File: src/rtl/inv_key_expansion_if.sv
// Key-in / round-key-out handshake bundle for the inverse AES-128 key schedule.
interface inv_key_expansion_if;
    logic         i_tx_en;
    logic [127:0] i_key;
    logic         o_ready;
    logic         o_tx_en;
    logic         i_rdy;
    logic [127:0] o_round_key;
    logic [3:0]   o_round_idx;
    logic         o_last;

    modport slave (
        input  i_tx_en, i_key, i_rdy,
        output o_ready, o_tx_en, o_round_key, o_round_idx, o_last
    );

    modport master (
        output i_tx_en, i_key, i_rdy,
        input  o_ready, o_tx_en, o_round_key, o_round_idx, o_last
    );
endinterface

File: src/rtl/inv_key_expansion.sv
// Iterative AES-128 inverse key schedule: takes round key NR and emits
// round keys NR down to 0, one per completed output beat.
module inv_key_expansion #(
    parameter int unsigned NR = 10
) (
    input logic              clock,
    input logic              reset,
    inv_key_expansion_if.slave bus
);

    localparam int unsigned KEY_W = 128;
    localparam int unsigned IDX_W = 4;

    localparam logic [0:2047] SBOX = {
        128'h637c777bf26b6fc53001672bfed7ab76,
        128'hca82c97dfa5947f0add4a2af9ca472c0,
        128'hb7fd9326363ff7cc34a5e5f171d83115,
        128'h04c723c31896059a071280e2eb27b275,
        128'h09832c1a1b6e5aa0523bd6b329e32f84,
        128'h53d100ed20fcb15b6acbbe394a4c58cf,
        128'hd0efaafb434d338545f9027f503c9fa8,
        128'h51a3408f929d38f5bcb6da2110fff3d2,
        128'hcd0c13ec5f974417c4a77e3d645d1973,
        128'h60814fdc222a908846eeb814de5e0bdb,
        128'he0323a0a4906245cc2d3ac629195e479,
        128'he7c8376d8dd54ea96c56f4ea657aae08,
        128'hba78252e1ca6b4c6e8dd741f4bbd8b8a,
        128'h703eb5664803f60e613557b986c11d9e,
        128'he1f8981169d98e949b1e87e9ce5528df,
        128'h8ca1890dbfe6426841992d0fb054bb16
    };

    typedef enum logic {IDLE, EMIT} state_t;

    state_t             state;
    logic [KEY_W-1:0]   key_q;
    logic [IDX_W-1:0]   idx_q;

    logic [31:0] w0, w1, w2, w3;
    logic [31:0] p0, p1, p2, p3;
    logic [31:0] g_word;

    function automatic logic [7:0] sbox(input logic [7:0] x);
        return SBOX[{x, 3'b000} +: 8];
    endfunction

    function automatic logic [7:0] rcon(input logic [IDX_W-1:0] r);
        case (r)
            4'd1:    return 8'h01;
            4'd2:    return 8'h02;
            4'd3:    return 8'h04;
            4'd4:    return 8'h08;
            4'd5:    return 8'h10;
            4'd6:    return 8'h20;
            4'd7:    return 8'h40;
            4'd8:    return 8'h80;
            4'd9:    return 8'h1b;
            4'd10:   return 8'h36;
            default: return 8'h00;
        endcase
    endfunction

    // One step back through the key schedule: round idx_q key -> round idx_q-1 key.
    assign w0 = key_q[127:96];
    assign w1 = key_q[95:64];
    assign w2 = key_q[63:32];
    assign w3 = key_q[31:0];

    assign p3 = w3 ^ w2;
    assign p2 = w2 ^ w1;
    assign p1 = w1 ^ w0;
    assign g_word = {sbox(p3[23:16]) ^ rcon(idx_q), sbox(p3[15:8]),
                     sbox(p3[7:0]), sbox(p3[31:24])};
    assign p0 = w0 ^ g_word;

    always_ff @(posedge clock or posedge reset) begin
        if (reset) begin
            state <= IDLE;
            key_q <= '0;
            idx_q <= '0;
        end else begin
            case (state)
                IDLE: begin
                    if (bus.i_tx_en) begin
                        key_q <= bus.i_key;
                        idx_q <= IDX_W'(NR);
                        state <= EMIT;
                    end
                end
                EMIT: begin
                    if (bus.i_rdy) begin
                        if (idx_q == '0) begin
                            state <= IDLE;
                        end else begin
                            key_q <= {p0, p1, p2, p3};
                            idx_q <= idx_q - IDX_W'(1);
                        end
                    end
                end
                default: state <= IDLE;
            endcase
        end
    end

    // Handshake flags decode straight from the state and round index registers.
    assign bus.o_ready     = (state == IDLE);
    assign bus.o_tx_en     = (state == EMIT);
    assign bus.o_round_key = key_q;
    assign bus.o_round_idx = idx_q;
    assign bus.o_last      = (state == EMIT) && (idx_q == '0);

endmodule

File: src/flat_wrapper.sv
// flat-port wrapper written by rule: the top's interface ports become plain ports
module inv_key_expansion_flat 
#(
    parameter int unsigned NR = 10
)
  (clock, reset, bus_i_tx_en, bus_i_key, bus_i_rdy, bus_o_ready, bus_o_tx_en, bus_o_round_key, bus_o_round_idx, bus_o_last);
  inv_key_expansion_if bus_i ();
  input logic clock;
  input logic reset;
  input wire logic [$bits(bus_i.i_tx_en)-1:0] bus_i_tx_en;
  input wire logic [$bits(bus_i.i_key)-1:0] bus_i_key;
  input wire logic [$bits(bus_i.i_rdy)-1:0] bus_i_rdy;
  output wire logic [$bits(bus_i.o_ready)-1:0] bus_o_ready;
  output wire logic [$bits(bus_i.o_tx_en)-1:0] bus_o_tx_en;
  output wire logic [$bits(bus_i.o_round_key)-1:0] bus_o_round_key;
  output wire logic [$bits(bus_i.o_round_idx)-1:0] bus_o_round_idx;
  output wire logic [$bits(bus_i.o_last)-1:0] bus_o_last;
  assign bus_i.i_tx_en = bus_i_tx_en;
  assign bus_i.i_key = bus_i_key;
  assign bus_i.i_rdy = bus_i_rdy;
  assign bus_o_ready = bus_i.o_ready;
  assign bus_o_tx_en = bus_i.o_tx_en;
  assign bus_o_round_key = bus_i.o_round_key;
  assign bus_o_round_idx = bus_i.o_round_idx;
  assign bus_o_last = bus_i.o_last;
  inv_key_expansion #(.NR(NR)) u_core (.clock(clock), .reset(reset), .bus(bus_i));
endmodule
File: config.mk
export PLATFORM = sky130hd
export DESIGN_NAME = inv_key_expansion_flat
export DESIGN_NICKNAME = d
export VERILOG_FILES = /design/src/rtl/inv_key_expansion_if.sv /design/src/rtl/inv_key_expansion.sv /design/src/flat_wrapper.sv
export SDC_FILE = /design/constraint.sdc
export NUM_CORES = 1
export LEC_CHECK = 0
export ABC_CLOCK_PERIOD_IN_PS = 13400
export CAP_MARGIN = 0
export CELL_PAD_IN_SITES_DETAIL_PLACEMENT = 1
export CELL_PAD_IN_SITES_GLOBAL_PLACEMENT = 1
export CORE_AREA = 3 3 224 226
export CTS_CLUSTER_SIZE = 28
export DETAILED_ROUTE_END_ITERATION = 12
export DIE_AREA = 0 0 227 229
export PLACE_DENSITY_LB_ADDON = 0.15
export SLEW_MARGIN = 30
export SYNTH_ARGS = -nofsm -noshare
export SYNTH_HDL_FRONTEND = slang
export SYNTH_SLANG_ARGS = --single-unit
File: constraint.sdc
create_clock -name clock -period 13.4 [get_ports clock]
set_clock_uncertainty 0.1 [all_clocks]
set_input_delay 2.68 -clock clock [delete_from_list [all_inputs] [get_ports clock]]
set_output_delay 2.68 -clock clock [all_outputs]
set_load 0.1 [all_outputs]
==> results.sh, run 1 <==
export IMPL_start_util=0.428
export IMPL_drt_wirelength_per_cell_um=31.0
export IMPL_start_kind="flip-flop"
export IMPL_synth_avg_cell_area_um2=6.89
export IMPL_synth_distinct_cells=86
export IMPL_period_share=0.437
export IMPL_htreeDepth=4
export IMPL_drc=0
export IMPL_cts_resized=0
export IMPL_regToRegEndpoint="u_core.bus.o_round_key[98]$_DFFE_PP0P_"
export IMPL_max_freq_mhz=171
export IMPL_io_buffers=266
export IMPL_slowest_stage="clkdlybuf4s50_1"
export IMPL_max_stage_delay_ns=1.22
export IMPL_place_congestion=1.03
export IMPL_antenna_left=0
export IMPL_ff2ff_path_depth=12
export IMPL_cp_num_buf_inv=2
export IMPL_tightest_slew_ns=1.05
export IMPL_die_w_um=227
export IMPL_syn_nets=3203
export IMPL_slew_viol_final=0
export IMPL_synth_flop_cell="dfrtp_1"
export IMPL_rsz0062_at_grt="no"
export IMPL_critical_path_arrival_ns=3.07
export IMPL_cts_setup_buffers=0
export IMPL_synth_edf_count=0
export IMPL_clk_pin_slew_worst_paths_ns=0.07
export IMPL_use_met2=0.645
export IMPL_r2r_slack_ns=8.13
export IMPL_period_minus_slack_ns=5.85
export IMPL_crit_required_ns=10.62
export IMPL_synthArstFlopShare=1.00
export IMPL_hold_path_depth=1
export IMPL_vias=27300
export IMPL_crit_type="reg -> out"
export IMPL_cts_tree="built"
export IMPL_met1_usage=0.550
export IMPL_grt_max_degree=103
export IMPL_dp_hpwl_mm=78.1
export IMPL_crit_chain="inv_2, nor3_1, clkdlybuf4s50_1"
export IMPL_pin_count=267
export IMPL_syn_area_um2=20800
export IMPL_ctsHoldBuffers=0
export IMPL_drive_gt1_frac=0.0796
export IMPL_status="complete, no violations"
export IMPL_hold_violations=0
export IMPL_grt_pass1_wl_mm=171
export IMPL_cts_root_buf="clkbuf_16"
export IMPL_tns_ns=0
export IMPL_hold_path_class="reg -> reg"
export IMPL_synth_seq_cells=133
export IMPL_first_pass_iters=8
export IMPL_path_depth=3
export IMPL_grt_met3_usage=0.110
export IMPL_slew_headroom=0.300
export IMPL_final_common_cell="nand2_1"
export IMPL_cts_sinks=133
export IMPL_clock_latency_ns=0.47
export IMPL_rows=81
export IMPL_area_growth_syn_to_layout_pct=16.8
export IMPL_top_usage_layer="met2"
export IMPL_drt_initial_drc_count=4276
export IMPL_cts_buffers=17
export IMPL_cap_violations=0
export IMPL_finalWirelength_mm=114
export IMPL_antenna_found_initial=12
export IMPL_track_usage=0.422
export IMPL_reg2reg_from="u_core.bus.o_round_key[56]$_DFFE_PP0P_"
export IMPL_holdPathEnd="u_core.bus.o_round_key[125]$_DFFE_PP0P_"
export IMPL_die_area_um2=52000
export IMPL_vias_per_cell=7.42
export IMPL_cpLargestDelayFamily="buffers and inverters"
export IMPL_min_from="u_core.bus.o_round_key[125]$_DFFE_PP0P_"
export IMPL_cts_buffer_depth=2
export IMPL_grt_overflow_total=0
export IMPL_synthesis_instances=3013
export IMPL_layout_common_cells="370 x nand2_1, 296 x o21ai_0, 271 x nor2_1"
export IMPL_grt_pass1_vias=26600
export IMPL_finish_net_count=3233
export IMPL_fp_coreArea_um2=48500
export IMPL_n_fill_cell=6117
export IMPL_finalSetupViolCount=0
export IMPL_ys_seq_area_frac=0.160
export IMPL_end_kind="output pin"
export IMPL_critPathMaxFanout=63
export IMPL_die_height_um=229
export IMPL_yosysWarnings=0
==> synthesized netlist by cell type (59+ instances only) <==
master,number,share of area
a211oi_1,59,0.021
nand2_1,371,0.067
buf_2,76,0.018
nor2_1,274,0.050
mux2i_1,87,0.042
dfrtp_1,133,0.16
nor3_1,111,0.027
xnor2_1,89,0.038
a311oi_1,65,0.027
nand3_1,119,0.029
clkbuf_1,195,0.035
a21oi_1,249,0.060
a31oi_1,64,0.019
o21ai_0,296,0.071
==> stage by stage <==
step / instance area [µm²] / util / hold WS [ns] / setup slack (ns) / cells
2_1_floorplan: 20800 / - / 0.884 / 6.91 / 3013
3_3_place_gp: 23700 / 0.489 / 0.415 / 7.17 / 3646
3_5_place_dp: 23700 / 0.488 / 0.435 / 7.10 / 3646
4_1_cts: 24300 / 0.500 / 0.446 / 7.45 / 3676
5_1_grt: 24300 / 0.500 / 0.482 / 7.26 / 3677
6_report: 24300 / 0.500 / 0.444 / 7.55 / 3678
==> metal layers <==
metal / up-vias / wire (µm)
met4: 20 / 7170
met3: 493 / 13300
met5: - / 183
met1: 13300 / 43900
li1: 11400 / -
met2: 2057 / 49400
==> how the worst max path moves through the flow <==
stage,from,endpoint
6_report,u_core.bus.o_tx_en$_DFF_PP0_,bus_o_last
5_1_grt,bus_i_rdy,u_core.bus.o_round_key[105]$_DFFE_PP0P_
4_1_cts,u_core.bus.o_tx_en$_DFF_PP0_,bus_o_last
3_5_place_dp,bus_i_rdy,u_core.bus.o_round_key[105]$_DFFE_PP0P_
3_3_place_gp,bus_i_rdy,u_core.bus.o_round_key[105]$_DFFE_PP0P_
2_1_floorplan,u_core.bus.o_tx_en$_DFF_PP0_,bus_o_last
==> cell type report <==
| type | instances | area (µm²) | share of cell area |
|---|---|---|---|
| Clock buffer | 18 | 439 | 0.0181 |
| Multi-Input combinational cell | 2516 | 16300 | 0.672 |
| Antenna cell | 2 | 5.00 | 0.000206 |
| Tap cell | 622 | 778 | 0.0321 |
| Inverter | 34 | 133 | 0.00547 |
| Clock inverter | 12 | 155 | 0.00639 |
| Timing Repair Buffer | 341 | 3110 | 0.128 |
| Sequential cell | 133 | 3330 | 0.137 |
==> sequential cells by signal, indices dropped and copies added, names as in the netlist <==
register,cells
u_core.bus.o_round_key,128
u_core.bus.o_round_idx,4
u_core.bus.o_tx_en,1
==> kinds of logic after synthesis <==
| group | Yosys count | share of synthesized area |
|---|---|---|
| AOI/OAI and AO/OA | 1162 | 0.373 |
| and+or+nand+nor | 1050 | 0.227 |
| buffers and inverters | 364 | 0.0734 |
| DFF | 133 | 0.160 |
| xor gates and xnor gates | 127 | 0.0574 |
| muxes | 119 | 0.0745 |
| adders and majority gates | 58 | 0.0349 |
Power of run 1 is not shown: default switching activity piles up to over one toggle a cycle in this logic, so the estimate is an artifact.
==> inputs of run 2 (changes only) <==
Settings changed: ABC_CLOCK_PERIOD_IN_PS 13400 to 4890, CORE_AREA 3 3 224 226 to 3 3 238 240, DIE_AREA 0 0 227 229 to 0 0 241 243.
Clock period 13.4 ns to 4.89 ns, I/O delays scaled along.
==> results.sh, run 2 (synthesis results as in run 1) <==
export IMPL_place_congestion=1.06
export IMPL_tns_ns=0
export IMPL_grt_overflow_total=0
export IMPL_start_util=0.378
export IMPL_status="complete, no violations"
export IMPL_cts_resized=0
export IMPL_max_freq_mhz=229
export IMPL_die_height_um=243
export IMPL_vias=27600
export IMPL_period_minus_slack_ns=4.36
export IMPL_tightest_slew_ns=1.04
export IMPL_first_pass_iters=6
export IMPL_cts_buffers=17
export IMPL_n_fill_cell=6862
export IMPL_cts_root_buf="clkbuf_16"
export IMPL_multi_input_area_um2=16400
export IMPL_io_buffers=266
export IMPL_fp_coreArea_um2=54900
export IMPL_finish_net_count=3294
export IMPL_rsz0062_at_grt="no"
export IMPL_ff2ff_path_depth=11
export IMPL_cap_violations=0
export IMPL_dp_hpwl_mm=89.0
export IMPL_cts_tree="built"
export IMPL_die_area_um2=58600
export IMPL_hold_path_depth=2
export IMPL_drt_initial_drc_count=3904
export IMPL_antenna_found_initial=15
export IMPL_layout_cells_non_filler=3828
export IMPL_grt_pass1_vias=27400
export IMPL_clock_latency_ns=0.49
export IMPL_area_growth_syn_to_layout_pct=20.4
export IMPL_slew_viol_final=0
export IMPL_fin_util=0.456
export IMPL_start_kind="flip-flop"
export IMPL_hold_violations=0
export IMPL_layout_common_cells="370 x nand2_1, 296 x o21ai_0, 271 x nor2_1"
export IMPL_drive_gt1_frac=0.0982
export IMPL_crit_type="reg -> reg"
export IMPL_drt_wirelength_per_cell_um=32.4
export IMPL_clk_pin_slew_worst_paths_ns=0.07
export IMPL_die_w_um=241
export IMPL_rows=86
export IMPL_antenna_left=0
export IMPL_period_share=0.891
export IMPL_hold_path_class="reg -> reg"
export IMPL_ff_latch_area_um2=3330
export IMPL_finalWirelength_mm=124
export IMPL_finalSetupViolCount=0
export IMPL_htreeDepth=4
export IMPL_final_common_cell="nand2_1"
export IMPL_slew_headroom=0.307
export IMPL_critical_path_arrival_ns=4.60
export IMPL_vias_per_cell=7.20
export IMPL_track_usage=0.411
export IMPL_pin_count=267
export IMPL_end_kind="flip-flop"
export IMPL_drc=0
export IMPL_ctsHoldBuffers=0
export IMPL_cts_sinks=133
export IMPL_largest_reg_flops=128
export IMPL_crit_required_ns=5.13
export IMPL_critPathMaxFanout=29
export IMPL_place_inst=3789
export IMPL_grt_pass1_wl_mm=184
export IMPL_cts_setup_buffers=0
export IMPL_grt_max_degree=102
export IMPL_cts_buffer_depth=2
==> run 2: changes by cell type in the layout (fill, tap and decap cells not counted), moves of 3 or more <==
| cell | delta |
|---|---|
| buf_12 | +6 |
| xor2_1 | -3 |
| diode_2 | +5 |
| buf_4 | +59 |
| buf_2 | -4 |
==> run 2: cell type report <==
cell class / count / area share
Inverter: 34 / 0.00536
Tap cell: 704 / 0.0352
Clock buffer: 19 / 0.0177
Multi-Input combinational cell: 2516 / 0.655
Antenna cell: 7 / 0.000701
Timing Repair Buffer: 402 / 0.146
Sequential cell: 133 / 0.133
Clock inverter: 13 / 0.00691
==> run 2: final timing paths <==
check                                                            start                                      end  slack (ns)
worst max-delay path            u_core.bus.o_round_key[56]$_DFFE_PP0P_  u_core.bus.o_round_key[102]$_DFFE_PP0P_        0.53
worst min-delay path             u_core.bus.o_round_key[0]$_DFFE_PP0P_    u_core.bus.o_round_key[0]$_DFFE_PP0P_        0.44
worst max register to register  u_core.bus.o_round_key[56]$_DFFE_PP0P_  u_core.bus.o_round_key[102]$_DFFE_PP0P_        0.53
worst min register to register   u_core.bus.o_round_key[0]$_DFFE_PP0P_    u_core.bus.o_round_key[0]$_DFFE_PP0P_        0.44
max in group asynchronous                                        reset  u_core.bus.o_round_key[105]$_DFFE_PP0P_        2.95
min in group asynchronous                                        reset   u_core.bus.o_round_key[82]$_DFFE_PP0P_        0.85
==> run 2: per-layer routing <==
| metal | share of wire | track usage | vias to the layer above |
|---|---|---|---|
| met5 | 0.0011 | 0 | - |
| met4 | 0.063 | 0.221 | 18 |
| met3 | 0.11 | 0.104 | 469 |
| met2 | 0.44 | 0.630 | 1997 |
| met1 | 0.39 | 0.528 | 13500 |
| li1 | - | - | 11600 |
==> run 2: critical path: stages (launching register included) <==
cell and delay [ns]:
dfrtp_1 0.45, xor2_2 0.21, buf_4 0.41, ha_1 0.80
inv_1 0.29, nor2_1 0.39, o32ai_1 0.15, a221oi_1 0.42
o311ai_0 0.21, o22ai_1 0.48, xnor2_1 0.18, a21oi_1 0.09
==> run 2: metrics by stage <==
| stage | hold WS (ns) | area, µm² | setup WS, ns |
|---|---|---|---|
| 2_1_floorplan | 0.884 | 20800 | 0.0993 |
| 6_report | 0.442 | 25000 | 0.532 |
| 4_1_cts | 0.449 | 25000 | 0.635 |
| 3_5_place_dp | 0.425 | 24400 | 0.662 |
| 5_1_grt | 0.496 | 25000 | 0.472 |
| 3_3_place_gp | 0.416 | 24400 | 0.775 |
Power of run 2 is left out for the same reason.
